===== src/rtl/hive_params.sv =====
// Shared hive sizing constants.
//   THREADS : number of barrel threads (power of 2)
//   STACKS  : stacks per thread
//   ID_W    : thread id width, log2(THREADS)
//   ERR_LAT : cycles from an id slot to its matching stacks error strobe
package hive_params;

  localparam int unsigned THREADS = 8;
  localparam int unsigned STACKS  = 8;
  localparam int unsigned ID_W    = 3;
  // Matches the stacks block's error strobe latency.
  localparam int unsigned ERR_LAT = 8;

endpackage


===== src/rtl/pipe.sv =====
// Generic register delay line with reset value.
//   clk_i   : clock
//   rst_n_i : asynchronous reset, active low
//   d_i     : data in
//   q_o     : data in delayed by DEPTH cycles
module pipe #(
  parameter int unsigned        DEPTH     = 2,
  parameter int unsigned        WIDTH     = 1,
  parameter logic [WIDTH-1:0]   RESET_VAL = '0
) (
  input  logic             clk_i,
  input  logic             rst_n_i,
  input  logic [WIDTH-1:0] d_i,
  output logic [WIDTH-1:0] q_o
);

  logic [WIDTH-1:0] stage_q [DEPTH];

  always_ff @(posedge clk_i or negedge rst_n_i) begin
    if (!rst_n_i) begin
      for (int i = 0; i < DEPTH; i++) begin
        stage_q[i] <= RESET_VAL;
      end
    end else begin
      stage_q[0] <= d_i;
      for (int i = 1; i < DEPTH; i++) begin
        stage_q[i] <= stage_q[i-1];
      end
    end
  end

  assign q_o = stage_q[DEPTH-1];

endmodule


===== src/rtl/hive_stk_ctl.sv =====
// Stack clear scheduler and error tracker for the per-thread stacks.
// Queues per-thread clear requests and issues them on cls_o only in the
// slot owned by the requesting thread; attributes stack pop/push error
// strobes to the thread whose slot produced them and keeps sticky flags.
//   clk_i, rst_n_i     : clock, asynchronous active-low reset
//   id_i               : current slot thread id (rotates every cycle)
//   clr_req_i          : per-thread clear request pulses
//   clr_mask_i         : stacks to clear, sampled with any request
//   clr_busy_o         : per-thread clear pending
//   cls_o              : registered per-stack clear to the stacks block
//   pop_er_i, psh_er_i : error strobes from the stacks block
//   err_clr_i          : per-thread error flag clear
//   irq_en_i           : per-thread interrupt enable
//   pop_err_o, psh_err_o : sticky per-thread error flags
//   irq_o              : registered OR of enabled flags
module hive_stk_ctl #(
  parameter int unsigned THREADS = hive_params::THREADS,
  parameter int unsigned STACKS  = hive_params::STACKS,
  parameter int unsigned ID_W    = hive_params::ID_W,
  parameter int unsigned ERR_LAT = hive_params::ERR_LAT
) (
  input  logic               clk_i,
  input  logic               rst_n_i,
  input  logic [ID_W-1:0]    id_i,
  input  logic [THREADS-1:0] clr_req_i,
  input  logic [STACKS-1:0]  clr_mask_i,
  output logic [THREADS-1:0] clr_busy_o,
  output logic [STACKS-1:0]  cls_o,
  input  logic               pop_er_i,
  input  logic               psh_er_i,
  input  logic [THREADS-1:0] err_clr_i,
  input  logic [THREADS-1:0] irq_en_i,
  output logic [THREADS-1:0] pop_err_o,
  output logic [THREADS-1:0] psh_err_o,
  output logic               irq_o
);

  logic [ID_W-1:0]    id_d;
  logic [THREADS-1:0] pend_vec;
  logic [STACKS-1:0]  mask_all [THREADS];
  logic [STACKS-1:0]  cls_d, cls_q;
  logic               irq_d, irq_q;

  // Slot id delayed to line up with the stacks' error strobes.
  pipe #(
    .DEPTH     (ERR_LAT),
    .WIDTH     (ID_W),
    .RESET_VAL ('0)
  ) u_id_pipe (
    .clk_i   (clk_i),
    .rst_n_i (rst_n_i),
    .d_i     (id_i),
    .q_o     (id_d)
  );

  for (genvar t = 0; t < THREADS; t++) begin : g_thr
    logic              pend_d, pend_q;
    logic [STACKS-1:0] mask_d, mask_q;
    logic              pop_d, pop_q;
    logic              psh_d, psh_q;
    logic              issue;
    logic              err_hit;

    assign issue   = pend_q && (id_i == ID_W'(t));
    assign err_hit = (id_d == ID_W'(t));

    always_comb begin
      pend_d = pend_q;
      mask_d = mask_q;
      if (clr_req_i[t]) begin
        pend_d = 1'b1;
        // Merge only into a request that is still waiting; an issuing
        // request has consumed the old mask.
        mask_d = (pend_q && !issue) ? (mask_q | clr_mask_i) : clr_mask_i;
      end else if (issue) begin
        pend_d = 1'b0;
      end
    end

    // Error set wins over both software clear and a clear issue.
    always_comb begin
      pop_d = pop_q;
      psh_d = psh_q;
      if (err_clr_i[t] || issue) begin
        pop_d = 1'b0;
        psh_d = 1'b0;
      end
      if (pop_er_i && err_hit) pop_d = 1'b1;
      if (psh_er_i && err_hit) psh_d = 1'b1;
    end

    always_ff @(posedge clk_i or negedge rst_n_i) begin
      if (!rst_n_i) begin
        pend_q <= 1'b0;
        mask_q <= '0;
        pop_q  <= 1'b0;
        psh_q  <= 1'b0;
      end else begin
        pend_q <= pend_d;
        mask_q <= mask_d;
        pop_q  <= pop_d;
        psh_q  <= psh_d;
      end
    end

    assign pend_vec[t]  = pend_q;
    assign mask_all[t]  = mask_q;
    assign pop_err_o[t] = pop_q;
    assign psh_err_o[t] = psh_q;
  end

  always_comb begin
    cls_d = '0;
    if (pend_vec[id_i]) cls_d = mask_all[id_i];
  end

  assign irq_d = |((pop_err_o | psh_err_o) & irq_en_i);

  always_ff @(posedge clk_i or negedge rst_n_i) begin
    if (!rst_n_i) begin
      cls_q <= '0;
      irq_q <= 1'b0;
    end else begin
      cls_q <= cls_d;
      irq_q <= irq_d;
    end
  end

  assign clr_busy_o = pend_vec;
  assign cls_o      = cls_q;
  assign irq_o      = irq_q;

endmodule


===== config.mk =====
export PLATFORM = sky130hd
export DESIGN_NAME = hive_stk_ctl
export DESIGN_NICKNAME = d
export VERILOG_FILES = /design/src/rtl/hive_params.sv /design/src/rtl/pipe.sv /design/src/rtl/hive_stk_ctl.sv
export SDC_FILE = /design/constraint.sdc
export NUM_CORES = 1
export LEC_CHECK = 0
export ABC_AREA = 1
export BUFFER_PORTS_ARGS = -buffer_cell sky130_fd_sc_hd__buf_2
export CORE_MARGIN = 2
export CORE_UTILIZATION = 52
export DETAILED_ROUTE_END_ITERATION = 8
export PLACE_DENSITY = 0.76
export SYNTH_ARGS = -nofsm -noshare
export SYNTH_HDL_FRONTEND = slang
export SYNTH_HIERARCHICAL = 1
export SYNTH_SLANG_ARGS = --single-unit

===== constraint.sdc =====
create_clock -name clk_i -period 1.2 [get_ports clk_i]
set_clock_uncertainty 0.2 [all_clocks]
set_input_delay 0 -clock clk_i [delete_from_list [all_inputs] [get_ports clk_i]]
set_output_delay 0 -clock clk_i [all_outputs]
set_load 0.01 [all_outputs]

==> flow_metrics.tcl, run 1 <==
set metrics [dict create \
    grt_overflow_total 0 \
    numPortBuffers 71 \
    grt.total_usage 0.325 \
    grt_pass1_wl_um 27200 \
    grt_max_degree 46 \
    h-tree-depth 4 \
    min_period_over_period 1.30 \
    start_util 0.539 \
    whs_endpoint "g_thr[7].pend_q" \
    fin_area_mm2 0.00796 \
    final_common_cell "nand2_1" \
    worst_pin_slew_ns 0.670 \
    fmax_mhz 642 \
    reg2reg_depth 3 \
    ys_warn_count 6 \
    core-area_mm2 0.00982 \
    synth_fp_nets 667 \
    dp_slack_ns -0.208 \
    status "finished with violations" \
    post_drt_wl_per_cell_um 21.6 \
    hp-start "id_i[1]" \
    grt_pass1_vias 5277 \
    final_antenna_net_count 0 \
    grt_setup_unrepaired "yes" \
    cpMaxStageDelayCell "dfrtp_1" \
    critical_path_arrival_ns 1.79 \
    first_pass_iters 6 \
    hold_class "in -> reg" \
    power_mw 12.4 \
    leakage_nw 4.11 \
    syn_inst 628 \
    drc 0 \
    wl_um 20600 \
    avgSynthCellArea_um2 8.42 \
    r2r-end "irq_o" \
    crit_fanout 2 \
    crit_family "simple AND/OR/NAND/NOR gates" \
    critPathLaunchType "flip-flop" \
    layout-drive-gt1-share 0.321 \
    crit_path_end_kind "flip-flop" \
    slew_violations 0 \
    cts_sinks 121 \
    setup_viol 92 \
    clk_latency_ns 0.55 \
    max_stage_delay_ns 0.47 \
    cts_buffers 17 \
    via_count 5659 \
    startpoint "g_thr[7].psh_q" \
    required_ns 1.43 \
    post_synth_num_cell_types 18 \
    cellPowerDensity_mw_per_mm2 1560 \
    drt_iter0_markers 829 \
    critPathKind "reg -> reg" \
    fin_nets 842 \
    netlist_top_cells_area "dfrtp_1 (57%), nand2_1 (18%), o21ai_0 (5.7%), o21ai_1 (4.6%), buf_4 (4.1%)" \
    io_pins 72 \
    hold_violations 32 \
    hold_depth 4 \
    post-route-min-period_ns 1.56 \
    clock-root-buffer "clkbuf_8" \
    violations "negative hold slack, negative setup slack" \
    routabilityCongestion 0.895 \
    slew_headroom 0.553 \
    critPathBufInv 0 \
    postPlaceCellArea_mm2 0.00598 \
    areaGrowthSynthToFinish_pct 50.5 \
    die_h_um 105 \
    die_area_mm2 0.0110 \
    tritoncts "built" \
    num_rows 36 \
    path_cells "o21ai_1 -> nand4_1 -> or2_4" \
    yosysTopAreaCellShare 0.572 \
    synth_top_cell_by_area "dfrtp_1" \
    clk_pin_slew_ns 0.07 \
    rr_startpoint "g_thr[7].psh_q" \
    worst_slack_ns -0.358 \
    dp_hpwl_um 9560 \
    die_w_um 105 \
    final_cell_mix "nand2_1 (236), dfrtp_1 (119), o21ai_1 (74)" \
    hold_slack_ns -0.212 \
    syn_area_mm2 0.00529 \
    reg2reg_slack_ns -0.36 \
    clk_path_buf_depth 2 \
    maxCapViolations 0 \
    fin_tns_setup_ns -13.03 \
    antenna_found_initial 1 \
    ys_seq_area_frac 0.572 \
    synth-seq-cells 121 \
    ir_worst_vdd_v 0.000952 \
    via_per_inst 5.95 \
]
tightest hold or removal path: stages:
cell,delay [ns]
buf_2,0.16
nand2_1,0.19
o21ai_4,0.10
nand2_1,0.06
Yosys cell counts:
master and count:
inv_1 37, or2_2 3, nand4_1 18, nand2_1 255, nor2_2 1, buf_4 29, o21a_1 1, o21ai_0 60
dfrtp_1 121, inv_2 5, a21boi_2 2, or2_1 1, buf_1 4, nand3_1 24, nor2_1 2, o21ai_1 49
clkbuf_1 10, buf_2 6
worst max-delay path by stage:
| stage | to | slack [ns] | depth (start not counted) |
|---|---|---|---|
| 2_1_floorplan | irq_o | 0.006 | 3 |
| 3_3_place_gp | g_thr[6].mask_q[4] | -0.16 | 8 |
| 5_1_grt | irq_o | -0.39 | 3 |
| 4_1_cts | clr_busy_o[2] | -0.26 | 3 |
| 6_report | irq_o | -0.36 | 3 |
| 3_5_place_dp | g_thr[6].mask_q[2] | -0.21 | 8 |
per-stage QoR:
| stage | std cells | utilization | hold slack, ns |
|---|---|---|---|
| floorplan | 628 | - | -0.496 |
| global placement | 839 | 0.609 | -0.302 |
| detailed placement | 839 | 0.609 | -0.299 |
| CTS | 931 | 0.766 | -0.260 |
| global route | 950 | 0.811 | -0.194 |
| finish | 951 | 0.811 | -0.212 |
cell type report:
cell class,instances,area [um2]
fillers,509,1860
diodes,2,5.00
well taps,133,166
clock buffers,18,428
multi-input cells,418,2130
repair buffers,203,1840
clock inverters,14,198
flip-flops and latches,121,3030
inverters,42,164
flip-flops by register name, indices dropped and copies added, names as in the netlist:
signal and flops:
u_id_pipe/q_o 3, u_id_pipe/stage_q 21, cls_o 8, g_thr.pend_q 8, g_thr.psh_q 8, irq_o 1
g_thr.mask_q 64, g_thr.pop_q 8
power breakdown:
part | switching (mW) | total, mW | internal [mW]
combinational | 1.23 | 2.16 | 0.930
clock | 2.02 | 5.46 | 3.44
sequential | 0.274 | 4.77 | 4.50
cell families (layout without fill, tap and decap cells):
family | after synthesis | in the layout | share of synthesized area
AO/OA/AOI/OAI | 112 | 114 | 0.109
AND/OR/NAND/NOR | 304 | 304 | 0.232
buffers and inverters | 91 | 277 | 0.0866
flip-flops | 121 | 121 | 0.572
other | 0 | 2 | 0
metal layers:
layer | part of all wire | wire, um | GRT usage
met5 | 0 | 0 | 0
met4 | 0.068 | 1400 | 0.133
met3 | 0.11 | 2220 | 0.0880
met2 | 0.48 | 9930 | 0.557
met1 | 0.34 | 7030 | 0.387
timing repair:
action,in CTS,in global routing
endpoints found under the hold margin,215,21
hold buffers,42,3
gates resized for setup,114,69
buffers inserted,16,16
pin swaps,12,22
setup endpoints to repair,102,232
cloned,2,2
Power figures use the tool's default switching activity.
==> inputs of run 2 (changes only) <==
--- a/config.mk
+++ b/config.mk
@@ -7,10 +7,11 @@
 export LEC_CHECK = 0
 export ABC_AREA = 1
 export BUFFER_PORTS_ARGS = -buffer_cell sky130_fd_sc_hd__buf_2
+export CAP_MARGIN = 10
 export CORE_MARGIN = 2
-export CORE_UTILIZATION = 52
+export CORE_UTILIZATION = 50
 export DETAILED_ROUTE_END_ITERATION = 8
-export PLACE_DENSITY = 0.76
+export PLACE_DENSITY = 0.71
 export SYNTH_ARGS = -nofsm -noshare
 export SYNTH_HDL_FRONTEND = slang
 export SYNTH_HIERARCHICAL = 1
==> constraint.sdc (replaced) <==
create_clock -name clk_i -period 1.45 [get_ports clk_i]
set_clock_uncertainty 0.2 [all_clocks]
set_input_delay 0 -clock clk_i [delete_from_list [all_inputs] [get_ports clk_i]]
set_output_delay 0 -clock clk_i [all_outputs]
set_load 0.01 [all_outputs]
==> run 2 against run 1 <==
The flow finishes with violations (negative hold slack); die area up 3.9%; largest cell class unchanged; largest power group unchanged; combinational power down 42%; clock-buffer cell count is 1 higher.
==> flow_metrics.tcl, run 2 (synthesized netlist as in run 1, its figures left out) <==
set metrics [dict create \
    maxCapViolations 0 \
    slew_violations 0 \
    intPower_mw 6.78 \
    tritoncts "built" \
    max_stage_delay_ns 0.40 \
    dp_slack_ns -0.0886 \
    drc 0 \
    largest_reg_flops 64 \
    antenna_cells 0 \
    grt.total_usage 0.264 \
    critPathLaunchType "flip-flop" \
    p_clk_frac 0.443 \
    cpMaxStageDelayCell "dfrtp_1" \
    min_period_over_period 0.977 \
    wl_um 13900 \
    setup_viol 0 \
    final_cell_mix "nand2_1 (251), dfrtp_1 (121), buf_2 (70)" \
    cellPowerDensity_mw_per_mm2 1360 \
    hold_slack_ns -0.304 \
    post-route-min-period_ns 1.42 \
    hold_violations 30 \
    power_frac_seq 0.422 \
    layout-drive-gt1-share 0.198 \
    routabilityCongestion 0.900 \
    core-area_mm2 0.0103 \
    start_util 0.515 \
    die_w_um 107 \
    drt_iter0_markers 312 \
    worst_pin_slew_ns 0.545 \
    fmax_mhz 706 \
    antenna_found_initial 0 \
    path_cells "buf_4 -> buf_2" \
    regMostFlops "g_thr.mask_q" \
    leakage_nw 3.58 \
    crit_family "flip-flops" \
    fin_nets 780 \
    via_per_inst 5.23 \
    violations "negative hold slack" \
    grt_max_degree 71 \
    numPortBuffers 71 \
    required_ns 1.25 \
    die_h_um 107 \
    post_drt_wl_per_cell_um 15.7 \
    hold_class "in -> reg" \
    ir_worst_vdd_v 0.000742 \
    die_area_mm2 0.0114 \
    finish.utilization 0.663 \
    final_antenna_net_count 0 \
    clk_pin_slew_ns 0.06 \
    grt_pass1_wl_um 22800 \
    cts_sinks 121 \
    largestRegisters "g_thr.mask_q: 64 flops, u_id_pipe/stage_q: 21 flops" \
    crit_fanout 3 \
    dp_hpwl_um 9220 \
    first_pass_iters 5 \
    critical_path_arrival_ns 1.22 \
    io_pins 72 \
    clk_latency_ns 0.54 \
    grt_pass1_vias 4698 \
    final_common_cell "nand2_1" \
    worst_slack_ns 0.0334 \
    areaGrowthSynthToFinish_pct 28.8 \
    clk_path_buf_depth 2 \
    cts_buffers 17 \
    clock-root-buffer "clkbuf_8" \
    crit_path_end_kind "primary output" \
    grt_setup_unrepaired "no" \
    slew_headroom 0.636 \
    p_sw_frac 0.268 \
    pwr-share-comb 0.135 \
    status "finished with violations" \
    critPathBufInv 2 \
    via_count 4659 \
    grt_overflow_total 0 \
    p_switching_mw 2.48 \
    critPathKind "reg -> out" \
    num_rows 37 \
    h-tree-depth 4 \
]
run 2: tightest hold or removal path: stages:
cell,delay (ns)
buf_2,0.16
o21ai_1,0.15
nand2_1,0.08
run 2: cell type report:
cell class / count / area (um2)
sequential: 121 / 3030
inverter: 42 / 158
tap: 136 / 170
fill: 815 / 3470
clock inverter: 13 / 144
timing repair buffer: 143 / 1040
clock buffer: 19 / 442
multi-input combinational: 416 / 1830
run 2: power by group through the flow:
stage / logic [mW] / registers, mW / clock network [mW]
finish: 1.25 / 3.91 / 4.10
global route: 1.42 / 3.95 / 4.33
detailed placement: 1.13 / 3.95 / 0
floorplan: 0.729 / 3.92 / 0
CTS: 1.23 / 3.90 / 4.14
global placement: 1.10 / 3.94 / 0
run 2: path summary, 6_finish.rpt:
check,depth (start not counted),startpoint,end,slack [ns]
setup / recovery,2,g_thr[3].pend_q,clr_busy_o[3],0.03
hold / removal,3,id_i[2],g_thr[1].pend_q,-0.30
setup reg to reg,5,g_thr[6].pend_q,g_thr[6].mask_q[5],0.05
hold reg to reg,0,u_id_pipe/stage_q[22],u_id_pipe/stage_q[19],0.15
max in group asynchronous,4,rst_n_i,g_thr[0].mask_q[7],0.24
min in group asynchronous,4,rst_n_i,u_id_pipe/stage_q[8],0.48
run 2: metrics by stage:
stage	cell area (um2)	total power [mW]	cells	TNS (ns)
2_1_floorplan	5290	4.65	628	0
3_3_place_gp	5750	5.04	813	-0.503
3_5_place_dp	5750	5.09	813	-0.811
4_1_cts	6760	9.27	888	0
5_1_grt	6810	9.70	890	0
6_report	6810	9.26	890	0
run 2: timing repair:
item | CTS | global route
gates resized for setup | 0 | 9
hold endpoints to repair | 221 | 34
setup endpoints to repair | 0 | 37
hold buffers | 43 | 2
buffers inserted | 0 | 0
run 2: layer usage:
metal  global-route usage  wire (um)
met1                0.326       5910
met2                0.428       6780
met3               0.0760        805
met4                0.126        456
met5                    0          0
